[src/rtl/ram_port_arbiter_pkg.sv]
// Shared constants for the two-master RAM port arbiter.
package ram_port_arbiter_pkg;

  // Requester ids: M0 = core load/store unit, M1 = debug/loader port.
  typedef enum logic {
    MId0 = 1'b0,
    MId1 = 1'b1
  } master_id_e;

  localparam int unsigned LockMaxDefault = 8;

  function automatic master_id_e other_master(master_id_e id);
    return master_id_e'(~id);
  endfunction

endpackage

[src/rtl/ram_arb_rr.sv]
// Two-way round-robin picker with a lock override for the current owner.
module ram_arb_rr
  import ram_port_arbiter_pkg::*;
(
  input  logic [1:0] req_i,
  input  master_id_e ptr_i,
  input  logic       lock_vld_i,
  input  master_id_e lock_id_i,
  output logic [1:0] gnt_o
);

  // Locked owner first, then a lone requester, then the pointer breaks the tie.
  always_comb begin
    gnt_o = 2'b00;
    if (lock_vld_i && req_i[lock_id_i]) begin
      gnt_o[lock_id_i] = 1'b1;
    end else begin
      unique case (req_i)
        2'b01:   gnt_o = 2'b01;
        2'b10:   gnt_o = 2'b10;
        2'b11:   gnt_o[ptr_i] = 1'b1;
        default: gnt_o = 2'b00;
      endcase
    end
  end

endmodule

[src/rtl/ram_port_arbiter.sv]
// Shares a single-port data RAM between the core LSU (M0) and the debug/loader port (M1).
module ram_port_arbiter
  import ram_port_arbiter_pkg::*;
#(
  parameter int unsigned DATA_W      = 32,
  parameter int unsigned ADDR_W      = 32,
  parameter int unsigned DEPTH_WORDS = 32,
  parameter int unsigned LOCK_MAX    = LockMaxDefault
) (
  input  logic              clk,
  input  logic              rst_n,
  input  logic              m0_req_i,
  input  logic              m0_we_i,
  input  logic              m0_lock_i,
  input  logic [ADDR_W-1:0] m0_addr_i,
  input  logic [DATA_W-1:0] m0_wdata_i,
  output logic              m0_gnt_o,
  output logic              m0_rvalid_o,
  output logic [DATA_W-1:0] m0_rdata_o,
  output logic              m0_err_o,
  input  logic              m1_req_i,
  input  logic              m1_we_i,
  input  logic              m1_lock_i,
  input  logic [ADDR_W-1:0] m1_addr_i,
  input  logic [DATA_W-1:0] m1_wdata_i,
  output logic              m1_gnt_o,
  output logic              m1_rvalid_o,
  output logic [DATA_W-1:0] m1_rdata_o,
  output logic              m1_err_o,
  output logic              ram_wr_en_o,
  output logic [ADDR_W-1:0] ram_wr_addr_o,
  output logic [DATA_W-1:0] ram_wr_data_o,
  output logic [ADDR_W-1:0] ram_rd_addr_o,
  input  logic [DATA_W-1:0] ram_rd_data_i
);

  localparam int unsigned CntW = $clog2(LOCK_MAX + 1);
  localparam logic [CntW-1:0]     LockMaxC = CntW'(LOCK_MAX);
  localparam logic [ADDR_W-3:0]   DepthIdx = (ADDR_W - 2)'(DEPTH_WORDS);

  master_id_e        ptr_q, ptr_d;
  master_id_e        owner_q, owner_d;
  logic              owner_vld_q, owner_vld_d;
  logic [CntW-1:0]   cnt_q, cnt_d;
  logic [ADDR_W-1:0] rd_addr_q, rd_addr_d;
  logic [1:0]        rvalid_q, rvalid_d;
  logic              rd_oor_q, rd_oor_d;
  logic [1:0]        err_q, err_d;

  logic [1:0]        req, lock, rr_gnt, gnt;
  logic              gnt_any, rd_fire;
  master_id_e        gnt_id;
  logic              win_we, win_lock, win_oor;
  logic [ADDR_W-1:0] win_addr;
  logic [DATA_W-1:0] win_wdata;

  assign req  = {m1_req_i, m0_req_i};
  assign lock = {m1_lock_i, m0_lock_i};

  ram_arb_rr u_rr (
    .req_i      (req),
    .ptr_i      (ptr_q),
    .lock_vld_i (owner_vld_q && lock[owner_q]),
    .lock_id_i  (owner_q),
    .gnt_o      (rr_gnt)
  );

  // Winner selection and RAM port muxing; nothing is granted while in reset.
  always_comb begin
    gnt       = rst_n ? rr_gnt : 2'b00;
    gnt_any   = |gnt;
    gnt_id    = master_id_e'(gnt[1]);
    win_we    = gnt_id == MId1 ? m1_we_i    : m0_we_i;
    win_lock  = gnt_id == MId1 ? m1_lock_i  : m0_lock_i;
    win_addr  = gnt_id == MId1 ? m1_addr_i  : m0_addr_i;
    win_wdata = gnt_id == MId1 ? m1_wdata_i : m0_wdata_i;
    win_oor   = win_addr[ADDR_W-1:2] >= DepthIdx;
    rd_fire   = gnt_any && !win_we;
  end

  assign m0_gnt_o      = gnt[0];
  assign m1_gnt_o      = gnt[1];
  assign ram_wr_en_o   = gnt_any && win_we && !win_oor;
  assign ram_wr_addr_o = win_addr;
  assign ram_wr_data_o = win_wdata;
  assign ram_rd_addr_o = rd_fire ? win_addr : rd_addr_q;

  // Ownership, lock counting and pointer rotation.
  always_comb begin
    cnt_d       = '0;
    owner_d     = owner_q;
    owner_vld_d = 1'b0;
    ptr_d       = ptr_q;
    rd_addr_d   = rd_fire ? win_addr : rd_addr_q;
    rvalid_d    = rd_fire ? gnt : 2'b00;
    rd_oor_d    = rd_fire && win_oor;
    err_d       = (gnt_any && win_oor) ? gnt : 2'b00;
    if (gnt_any) begin
      // A run at LOCK_MAX restarts at 1 when the owner continues uncontested.
      if (cnt_q != '0 && owner_q == gnt_id && cnt_q != LockMaxC) begin
        cnt_d = cnt_q + CntW'(1);
      end else begin
        cnt_d = CntW'(1);
      end
      owner_d     = gnt_id;
      owner_vld_d = win_lock && (cnt_d != LockMaxC);
      if (!owner_vld_d) begin
        ptr_d = other_master(gnt_id);
      end
    end
  end

  // State registers with synchronous reset.
  always_ff @(posedge clk) begin
    if (!rst_n) begin
      ptr_q       <= MId0;
      owner_q     <= MId0;
      owner_vld_q <= 1'b0;
      cnt_q       <= '0;
      rd_addr_q   <= '0;
      rvalid_q    <= 2'b00;
      rd_oor_q    <= 1'b0;
      err_q       <= 2'b00;
    end else begin
      ptr_q       <= ptr_d;
      owner_q     <= owner_d;
      owner_vld_q <= owner_vld_d;
      cnt_q       <= cnt_d;
      rd_addr_q   <= rd_addr_d;
      rvalid_q    <= rvalid_d;
      rd_oor_q    <= rd_oor_d;
      err_q       <= err_d;
    end
  end

  // Gated by rst_n so a read in flight when reset asserts is never reported.
  assign m0_rvalid_o = rvalid_q[0] && rst_n;
  assign m1_rvalid_o = rvalid_q[1] && rst_n;
  assign m0_err_o    = err_q[0] && rst_n;
  assign m1_err_o    = err_q[1] && rst_n;
  assign m0_rdata_o  = (rvalid_q[0] && !rd_oor_q) ? ram_rd_data_i : '0;
  assign m1_rdata_o  = (rvalid_q[1] && !rd_oor_q) ? ram_rd_data_i : '0;

endmodule

[config.mk]
export PLATFORM = sky130hd
export DESIGN_NAME = ram_port_arbiter
export DESIGN_NICKNAME = d
export VERILOG_FILES = /design/src/rtl/ram_port_arbiter_pkg.sv /design/src/rtl/ram_arb_rr.sv /design/src/rtl/ram_port_arbiter.sv
export SDC_FILE = /design/constraint.sdc
export NUM_CORES = 1
export LEC_CHECK = 0
export ABC_CLOCK_PERIOD_IN_PS = 6500
export BUFFER_PORTS_ARGS = -buffer_cell sky130_fd_sc_hd__buf_2
export CORE_AREA = 2 2 131 133
export CTS_BUF_LIST = sky130_fd_sc_hd__clkbuf_2 sky130_fd_sc_hd__clkbuf_4 sky130_fd_sc_hd__clkbuf_8
export DETAILED_ROUTE_END_ITERATION = 10
export DIE_AREA = 0 0 133 135
export PLACE_DENSITY = 0.54
export SLEW_MARGIN = 20
export SYNTH_ARGS = -nofsm -noshare
export SYNTH_HDL_FRONTEND = slang
export SYNTH_SLANG_ARGS = --single-unit
[constraint.sdc]
create_clock -name clk -period 6.5 [get_ports clk]
set_input_delay 1.95 -clock clk [delete_from_list [all_inputs] [get_ports clk]]
set_output_delay 1.95 -clock clk [all_outputs]
set_load 0.005 [all_outputs]
After elaboration in Yosys (flattened, before gate mapping)
Index checks and enable logic that the tools add are counted.
{"block": "word_totals", "ff_bits": 44, "latchBits": 0, "mem_bits_rw": 0, "mem_bits_ro": 0, "input_bits": 168, "n_memories": 0}
{"block": "op_classes", "add_sub_neg": 1, "mul": 0, "n_div": 0, "n_lt_le_gt_ge": 5, "n_eq_ne": 6, "shifts": 0, "mux": 20, "bitwise": 2, "n_reduce_logical": 27}
{"operator": "$mux 32", "count": 5}
{"operator": "$ge 30x6->1 const B", "count": 1}
{"operator": "$logic_and 1x1->1", "count": 18}
{"operator": "$mux 1", "count": 8}
{"operator": "$mux 4", "count": 2}
{"operator": "$ne 4x4->1 const B", "count": 2}
{"operator": "$reduce_and 2->1", "count": 4}
{"operator": "$pmux 2 s3", "count": 1}
{"operator": "$add 4x1->4 const B", "count": 1}
{"operator": "$eq 2x2->1 const B", "count": 2}
{"operator": "$lt 1x2->1 const B", "count": 2}
{"operator": "$mux 2", "count": 2}
{"operator": "$reduce_bool 4->1", "count": 1}
{"operator": "$logic_not 1->1", "count": 3}
{"operator": "$demux 1 s1", "count": 2}
{"operator": "$eq 2x1->1 const B", "count": 1}
{"operator": "$ge 1x1->1 const B", "count": 2}
{"operator": "$not 1->1", "count": 2}
{"operator": "$reduce_or 2->1", "count": 1}
{"operator": "$eq 1x1->1", "count": 1}

Depth between registers and ports, before layout
{"block": "depth", "word_depth": 16, "ltp_mapped": 9}

By module
A second synthesis with hierarchy kept.
{"block": "hier_totals", "cells_unflattened": 478, "hier_area_um2": 3347.0}
{"module": "ram_port_arbiter", "n_inst": 1, "cells_per_inst": 474, "area_each_um2": 3315.7, "seq_area_each_um2": 880.8}
{"module": "ram_arb_rr", "n_inst": 1, "cells_per_inst": 4, "area_each_um2": 31.3, "seq_area_each_um2": 0.0}

Least setup slack after synthesis
No wires, ideal clock.
{"block": "synth_timing", "path_type": "input-to-output", "startpoint": "input m1_lock_i", "endpoint": "output ram_wr_addr_o[11]", "arrival_time_ns": 3.341, "t_required_ns": 4.550, "setup_slack_ns": 1.209, "path_stages": 8, "path_buffers": 3, "path_cell_list": "a21o_1 -> o22ai_1 -> or2_1 -> buf_2 -> buf_2 -> buf_1 -> nand2_1 -> nand2_1"}
{"block": "synth_via", "elab_chain_len": 7}
{"element": "start, declared", "line": "ram_port_arbiter.sv:23", "text": "input logic m1_lock_i,"}
{"element": "$mux 1 (not written as such) (2 in series)", "line": "ram_port_arbiter.sv:63", "text": ".lock_vld_i (owner_vld_q && lock[owner_q]),"}
{"element": "$logic_and 1x1->1", "line": "ram_port_arbiter.sv:63"}
{"element": "$logic_and 1x1->1", "line": "ram_arb_rr.sv:15", "text": "if (lock_vld_i && req_i[lock_id_i]) begin"}
{"element": "$mux 2", "line": "ram_arb_rr.sv:15"}
{"element": "$mux 2", "line": "ram_port_arbiter.sv:70", "text": "gnt = rst_n ? rr_gnt : 2'b00;"}
{"element": "$mux 32", "line": "ram_port_arbiter.sv:75", "text": "win_addr = gnt_id == MId1 ? m1_addr_i : m0_addr_i;"}
{"element": "end, declared", "line": "ram_port_arbiter.sv:31", "text": "output logic [ADDR_W-1:0] ram_wr_addr_o,"}
No other way between the ends. The select of a mux whose other input is x is not followed.

Final worst setup path
{"block": "layout_timing", "startpoint": "input m0_lock_i", "endpoint": "output ram_rd_addr_o[1]"}
{"block": "layout_via", "elab_chain_len": 10, "elab_cells_between_ends": 12, "cone_classes": "7 x mux; 5 x reduce/logical"}
{"element": "start, declared", "line": "ram_port_arbiter.sv:14", "text": "input logic m0_lock_i,"}
{"element": "$mux 1 (not written as such) (*) (2 in series)", "line": "ram_port_arbiter.sv:63"}
{"element": "$logic_and 1x1->1 (*)", "line": "ram_port_arbiter.sv:63"}
{"element": "$logic_and 1x1->1 (*)", "line": "ram_arb_rr.sv:15"}
{"element": "$mux 2 (*)", "line": "ram_arb_rr.sv:15"}
{"element": "$mux 2 (*)", "line": "ram_port_arbiter.sv:70"}
{"element": "$mux 1", "line": "ram_port_arbiter.sv:73", "text": "win_we = gnt_id == MId1 ? m1_we_i : m0_we_i;"}
{"element": "$logic_not 1->1", "line": "ram_port_arbiter.sv:78", "text": "rd_fire = gnt_any && !win_we;"}
{"element": "$logic_and 1x1->1", "line": "ram_port_arbiter.sv:78"}
{"element": "$mux 32 (*)"}
{"element": "end, declared", "line": "ram_port_arbiter.sv:33", "text": "output logic [ADDR_W-1:0] ram_rd_addr_o,"}
Every way passes the cells marked *; elsewhere a longest branch is shown, timed or not. The select of a mux whose other input is x is not followed.

==> results.rst <==
.. list-table::
   :header-rows: 1

   * - Metric
     - Value
   * - DRC viols
     - 0
   * - Uppermost signal routing layer after detailed routing
     - met4
   * - Fraction of the yosys area taken by sequential cells
     - 22.79%
   * - Post-route ant nets
     - 0
   * - Yosys reg bits
     - 44
   * - Via count
     - 5081
   * - Placeable core region
     - 16410 µm²
   * - Num CTS Buffers
     - 5
   * - Power consumption
     - 0.0008115 W
   * - Vertical extent of the die
     - 135 µm
   * - Vias/cell
     - 4.529
   * - Most frequent cells after synthesis
     - sky130_fd_sc_hd__nand2_1 (198), sky130_fd_sc_hd__and2_1 (102), sky130_fd_sc_hd__dfxtp_1 (44)
   * - Hold violation total from the final report
     - 0
   * - Post-synthesis net count
     - 765
   * - Leading register cell type out of synthesis
     - sky130_fd_sc_hd__dfxtp_1
   * - Rows
     - 47
   * - Arrival time of data at the critical path endpoint
     - 3790 ps
   * - Number of warnings printed during yosys synthesis
     - 0
   * - Drt pass-1 iters
     - 4
   * - Count of input and output buffers
     - 334
   * - Cell variety after synth
     - 38
   * - Die ar.
     - 17960 µm²
   * - Dpl hpwl
     - 13800 µm
   * - Final Max Slew Viols
     - 0
   * - Clock edge transition at the registers on the reported setup and hold paths
     - 90 ps
   * - Sink count of the clock tree
     - 44
   * - Most instantiated library cell after synthesis
     - sky130_fd_sc_hd__nand2_1
   * - Path category of the worst min-delay check
     - reg2reg
   * - Share of the synthesized area in the top cell type
     - 22.79%
   * - WL met1
     - 7532 µm
   * - Horizontal extent of the die
     - 133 µm
   * - Critical Setup Path Class
     - in2out
   * - Clk_skew
     - 10.52 ps
   * - Clock tree from TritonCTS
     - built
   * - Number of antenna repair diodes
     - 0
   * - Max-cap viol count
     - 0
   * - PostCTS Resize Cnt
     - 0
   * - Number of setup buffers added after CTS
     - 0
   * - Total global routing overflow
     - 0
   * - Critical Path End Type
     - output pin
   * - Final routed wire length divided by cell count
     - 15.92 µm
   * - Post-placement setup slack
     - 757.4 ps
   * - Total length of routed met2 wires
     - 8882 µm
   * - Number of non-filler instances in the completed layout
     - 1122
   * - Critical path launch point type
     - input port
   * - Fraction of synthesis flops using an asynchronous set or reset pin
     - 0%
   * - Summed negative setup slack over all endpoints
     - 0 ps
   * - Result of the run
     - finished, final reports clean
   * - WL met3
     - 1248 µm
   * - Maximum fanout count along the critical path
     - 33
   * - Tightest slew margin relative to the limit
     - 58.82%
   * - Number of antenna violations at the first check in global routing
     - 0
   * - Area growth from synthesis to layout
     - 50.21%
   * - Synthesized area divided by synthesized cell count
     - 6.496 µm²
   * - Dominant cells by area after synthesis
     - sky130_fd_sc_hd__dfxtp_1 (23%), sky130_fd_sc_hd__nand2_1 (19%), sky130_fd_sc_hd__and2_1 (17%)
   * - Latest clock arrival within the worst-skew pair
     - 310 ps
   * - Leakage component of the power
     - 3.154 nW
   * - Max frequency
     - 174.1 MHz
   * - Final period utilization
     - 88.36%
   * - Iteration-0 DRC Markers
     - 380
   * - Power density over cell area
     - 139.8 nW/µm²
   * - Most area-hungry cell type in the Yosys netlist
     - sky130_fd_sc_hd__dfxtp_1
   * - Number of global-route vias before repair
     - 4581
   * - Smallest setup slack after layout
     - 756.8 ps
   * - Count of pins on the block boundary
     - 335
   * - Transition time of the tightest slew-check pin
     - 617.7 ps
   * - Weighted congestion at the end of routability-driven global placement
     - 0.8401
   * - Clock Path Buffers
     - 2
   * - Worst ir drop on vdd
     - 71.62 µV
   * - Critical Path RT
     - 4550 ps
   * - RSZ-0062 raised after global routing
     - no
   * - Placed cell count
     - 1115
   * - All-Layer GR Usage
     - 18.56%
   * - Total Routed Length
     - 17860 µm
   * - Number of nets in the layout
     - 1072
   * - Number of setup violations in the final report
     - 0
   * - EDFF count, synth
     - 0
   * - Master cell of the clock root buffer
     - sky130_fd_sc_hd__clkbuf_8
   * - H-tree depth
     - 2
   * - Hold buffers post-CTS
     - 0
   * - Initial core utilization
     - 23.56%
   * - Fraction of layout cells with a size suffix above 1
     - 42.90%
   * - Pin count of the biggest net entering global routing
     - 76
   * - Post-synthesis instance area
     - 3865 µm²
   * - Cell count after synthesis
     - 595
   * - First-pass GRT wire length
     - 26590 µm
   * - Crit path time final
     - 5743 ps
[flip-flops by register name, summed over array words and instances, names as in the netlist]
register / cells
rvalid_q: 2
err_q: 2
owner_q: 1
cnt_q: 4
rd_oor_q: 1
owner_vld_q: 1
ptr_q: 1
rd_addr_q: 32
[final timing paths]
path / from / endpoint / slack [ps] / cells past startpoint
hold / removal: cnt_q[3]$_SDFF_PN0_ / cnt_q[3]$_SDFF_PN0_ / 580 / 2
setup / recovery: m0_lock_i / ram_rd_addr_o[1] / 760 / 7
setup reg to reg: ptr_q$_SDFFE_PN0P_ / rd_addr_q[1]$_SDFF_PN0_ / 4310 / 6
hold reg to reg: cnt_q[3]$_SDFF_PN0_ / cnt_q[3]$_SDFF_PN0_ / 580 / 2
[through the flow]
stage / hold slack, ps / util, % / cell area [µm²]
floorplan: 515.6 / - / 3865
global placement: 555.6 / 34.89 / 5724
detailed placement: 562.2 / 34.89 / 5724
CTS: 583.4 / 35.38 / 5806
global route: 621.5 / 35.38 / 5806
finish: 575.7 / 35.38 / 5806
[layout make-up]
cell class	count	area, µm²
Clock inverter	1	5.005
Clock buffer	6	76.32
Sequential cell	44	880.8
Tap cell	220	275.3
Inverter	37	138.9
Timing Repair Buffer	345	1779
Fill cell	1818	10600
Multi-Input combinational cell	469	2650
[layer usage]
layer  GRT usage [%]  vias to the layer above
met5               0                        -
met4           3.584                        0
met3           4.017                       17
met2           32.18                      187
met1           23.84                     2305
li1                -                     2572
[logic make-up (layout without fill, tap and decap cells)]
group / count (synthesis) / after routing / synth area share [%]
adder cells (fa/ha/maj): 2 / 2 / 0.6474
flip-flops: 44 / 44 / 22.79
multiplexers: 5 / 5 / 1.424
XOR/XNOR: 1 / 1 / 0.2267
AND/OR/NAND/NOR: 411 / 411 / 50.73
AO/OA/AOI/OAI: 50 / 50 / 15.31
buffers and inverters: 82 / 389 / 8.870
[critical path, stage by stage]
cell and delay [ps]:
sky130_fd_sc_hd__buf_2 120, sky130_fd_sc_hd__a21boi_2 210, sky130_fd_sc_hd__o221ai_1 160, sky130_fd_sc_hd__buf_4 180
sky130_fd_sc_hd__mux2_4 520, sky130_fd_sc_hd__a221oi_1 430, sky130_fd_sc_hd__buf_2 190
[power by group]
| group | switching, W | total (W) | internal, W |
|---|---|---|---|
| registers | 0.00000661 | 0.000296 | 0.000289 |
| logic | 0.000183 | 0.000340 | 0.000157 |
| clock network | 0.0000978 | 0.000175 | 0.0000775 |
[layout by cell type (no fill, tap or decap), types with 2 or more instances in the layout]
master                     netlist  layout
sky130_fd_sc_hd__a21o_1          2       2
sky130_fd_sc_hd__a21oi_1         3       3
sky130_fd_sc_hd__a221oi_1        3       3
sky130_fd_sc_hd__a221oi_2       29      29
sky130_fd_sc_hd__a31oi_1         2       2
sky130_fd_sc_hd__and2_1        102     102
sky130_fd_sc_hd__buf_12          0       2
sky130_fd_sc_hd__buf_2          10     334
sky130_fd_sc_hd__buf_4           0       9
sky130_fd_sc_hd__clkbuf_8        0       5
sky130_fd_sc_hd__dfxtp_1        44      44
sky130_fd_sc_hd__ha_1            2       2
sky130_fd_sc_hd__inv_1          36      36
sky130_fd_sc_hd__mux2i_1         4       4
sky130_fd_sc_hd__nand2_1       198     198
sky130_fd_sc_hd__nand2b_1        3       3
sky130_fd_sc_hd__nand3_1         5       5
sky130_fd_sc_hd__nand4_1         2       2
sky130_fd_sc_hd__nor2_1         42      42
sky130_fd_sc_hd__nor2b_1         5       5
sky130_fd_sc_hd__nor3_1          5       5
sky130_fd_sc_hd__nor4_1         43      43
sky130_fd_sc_hd__o21ai_0         3       3
sky130_fd_sc_hd__or2_1           3       2
Note: power is estimated with default switching activity, not from simulation.
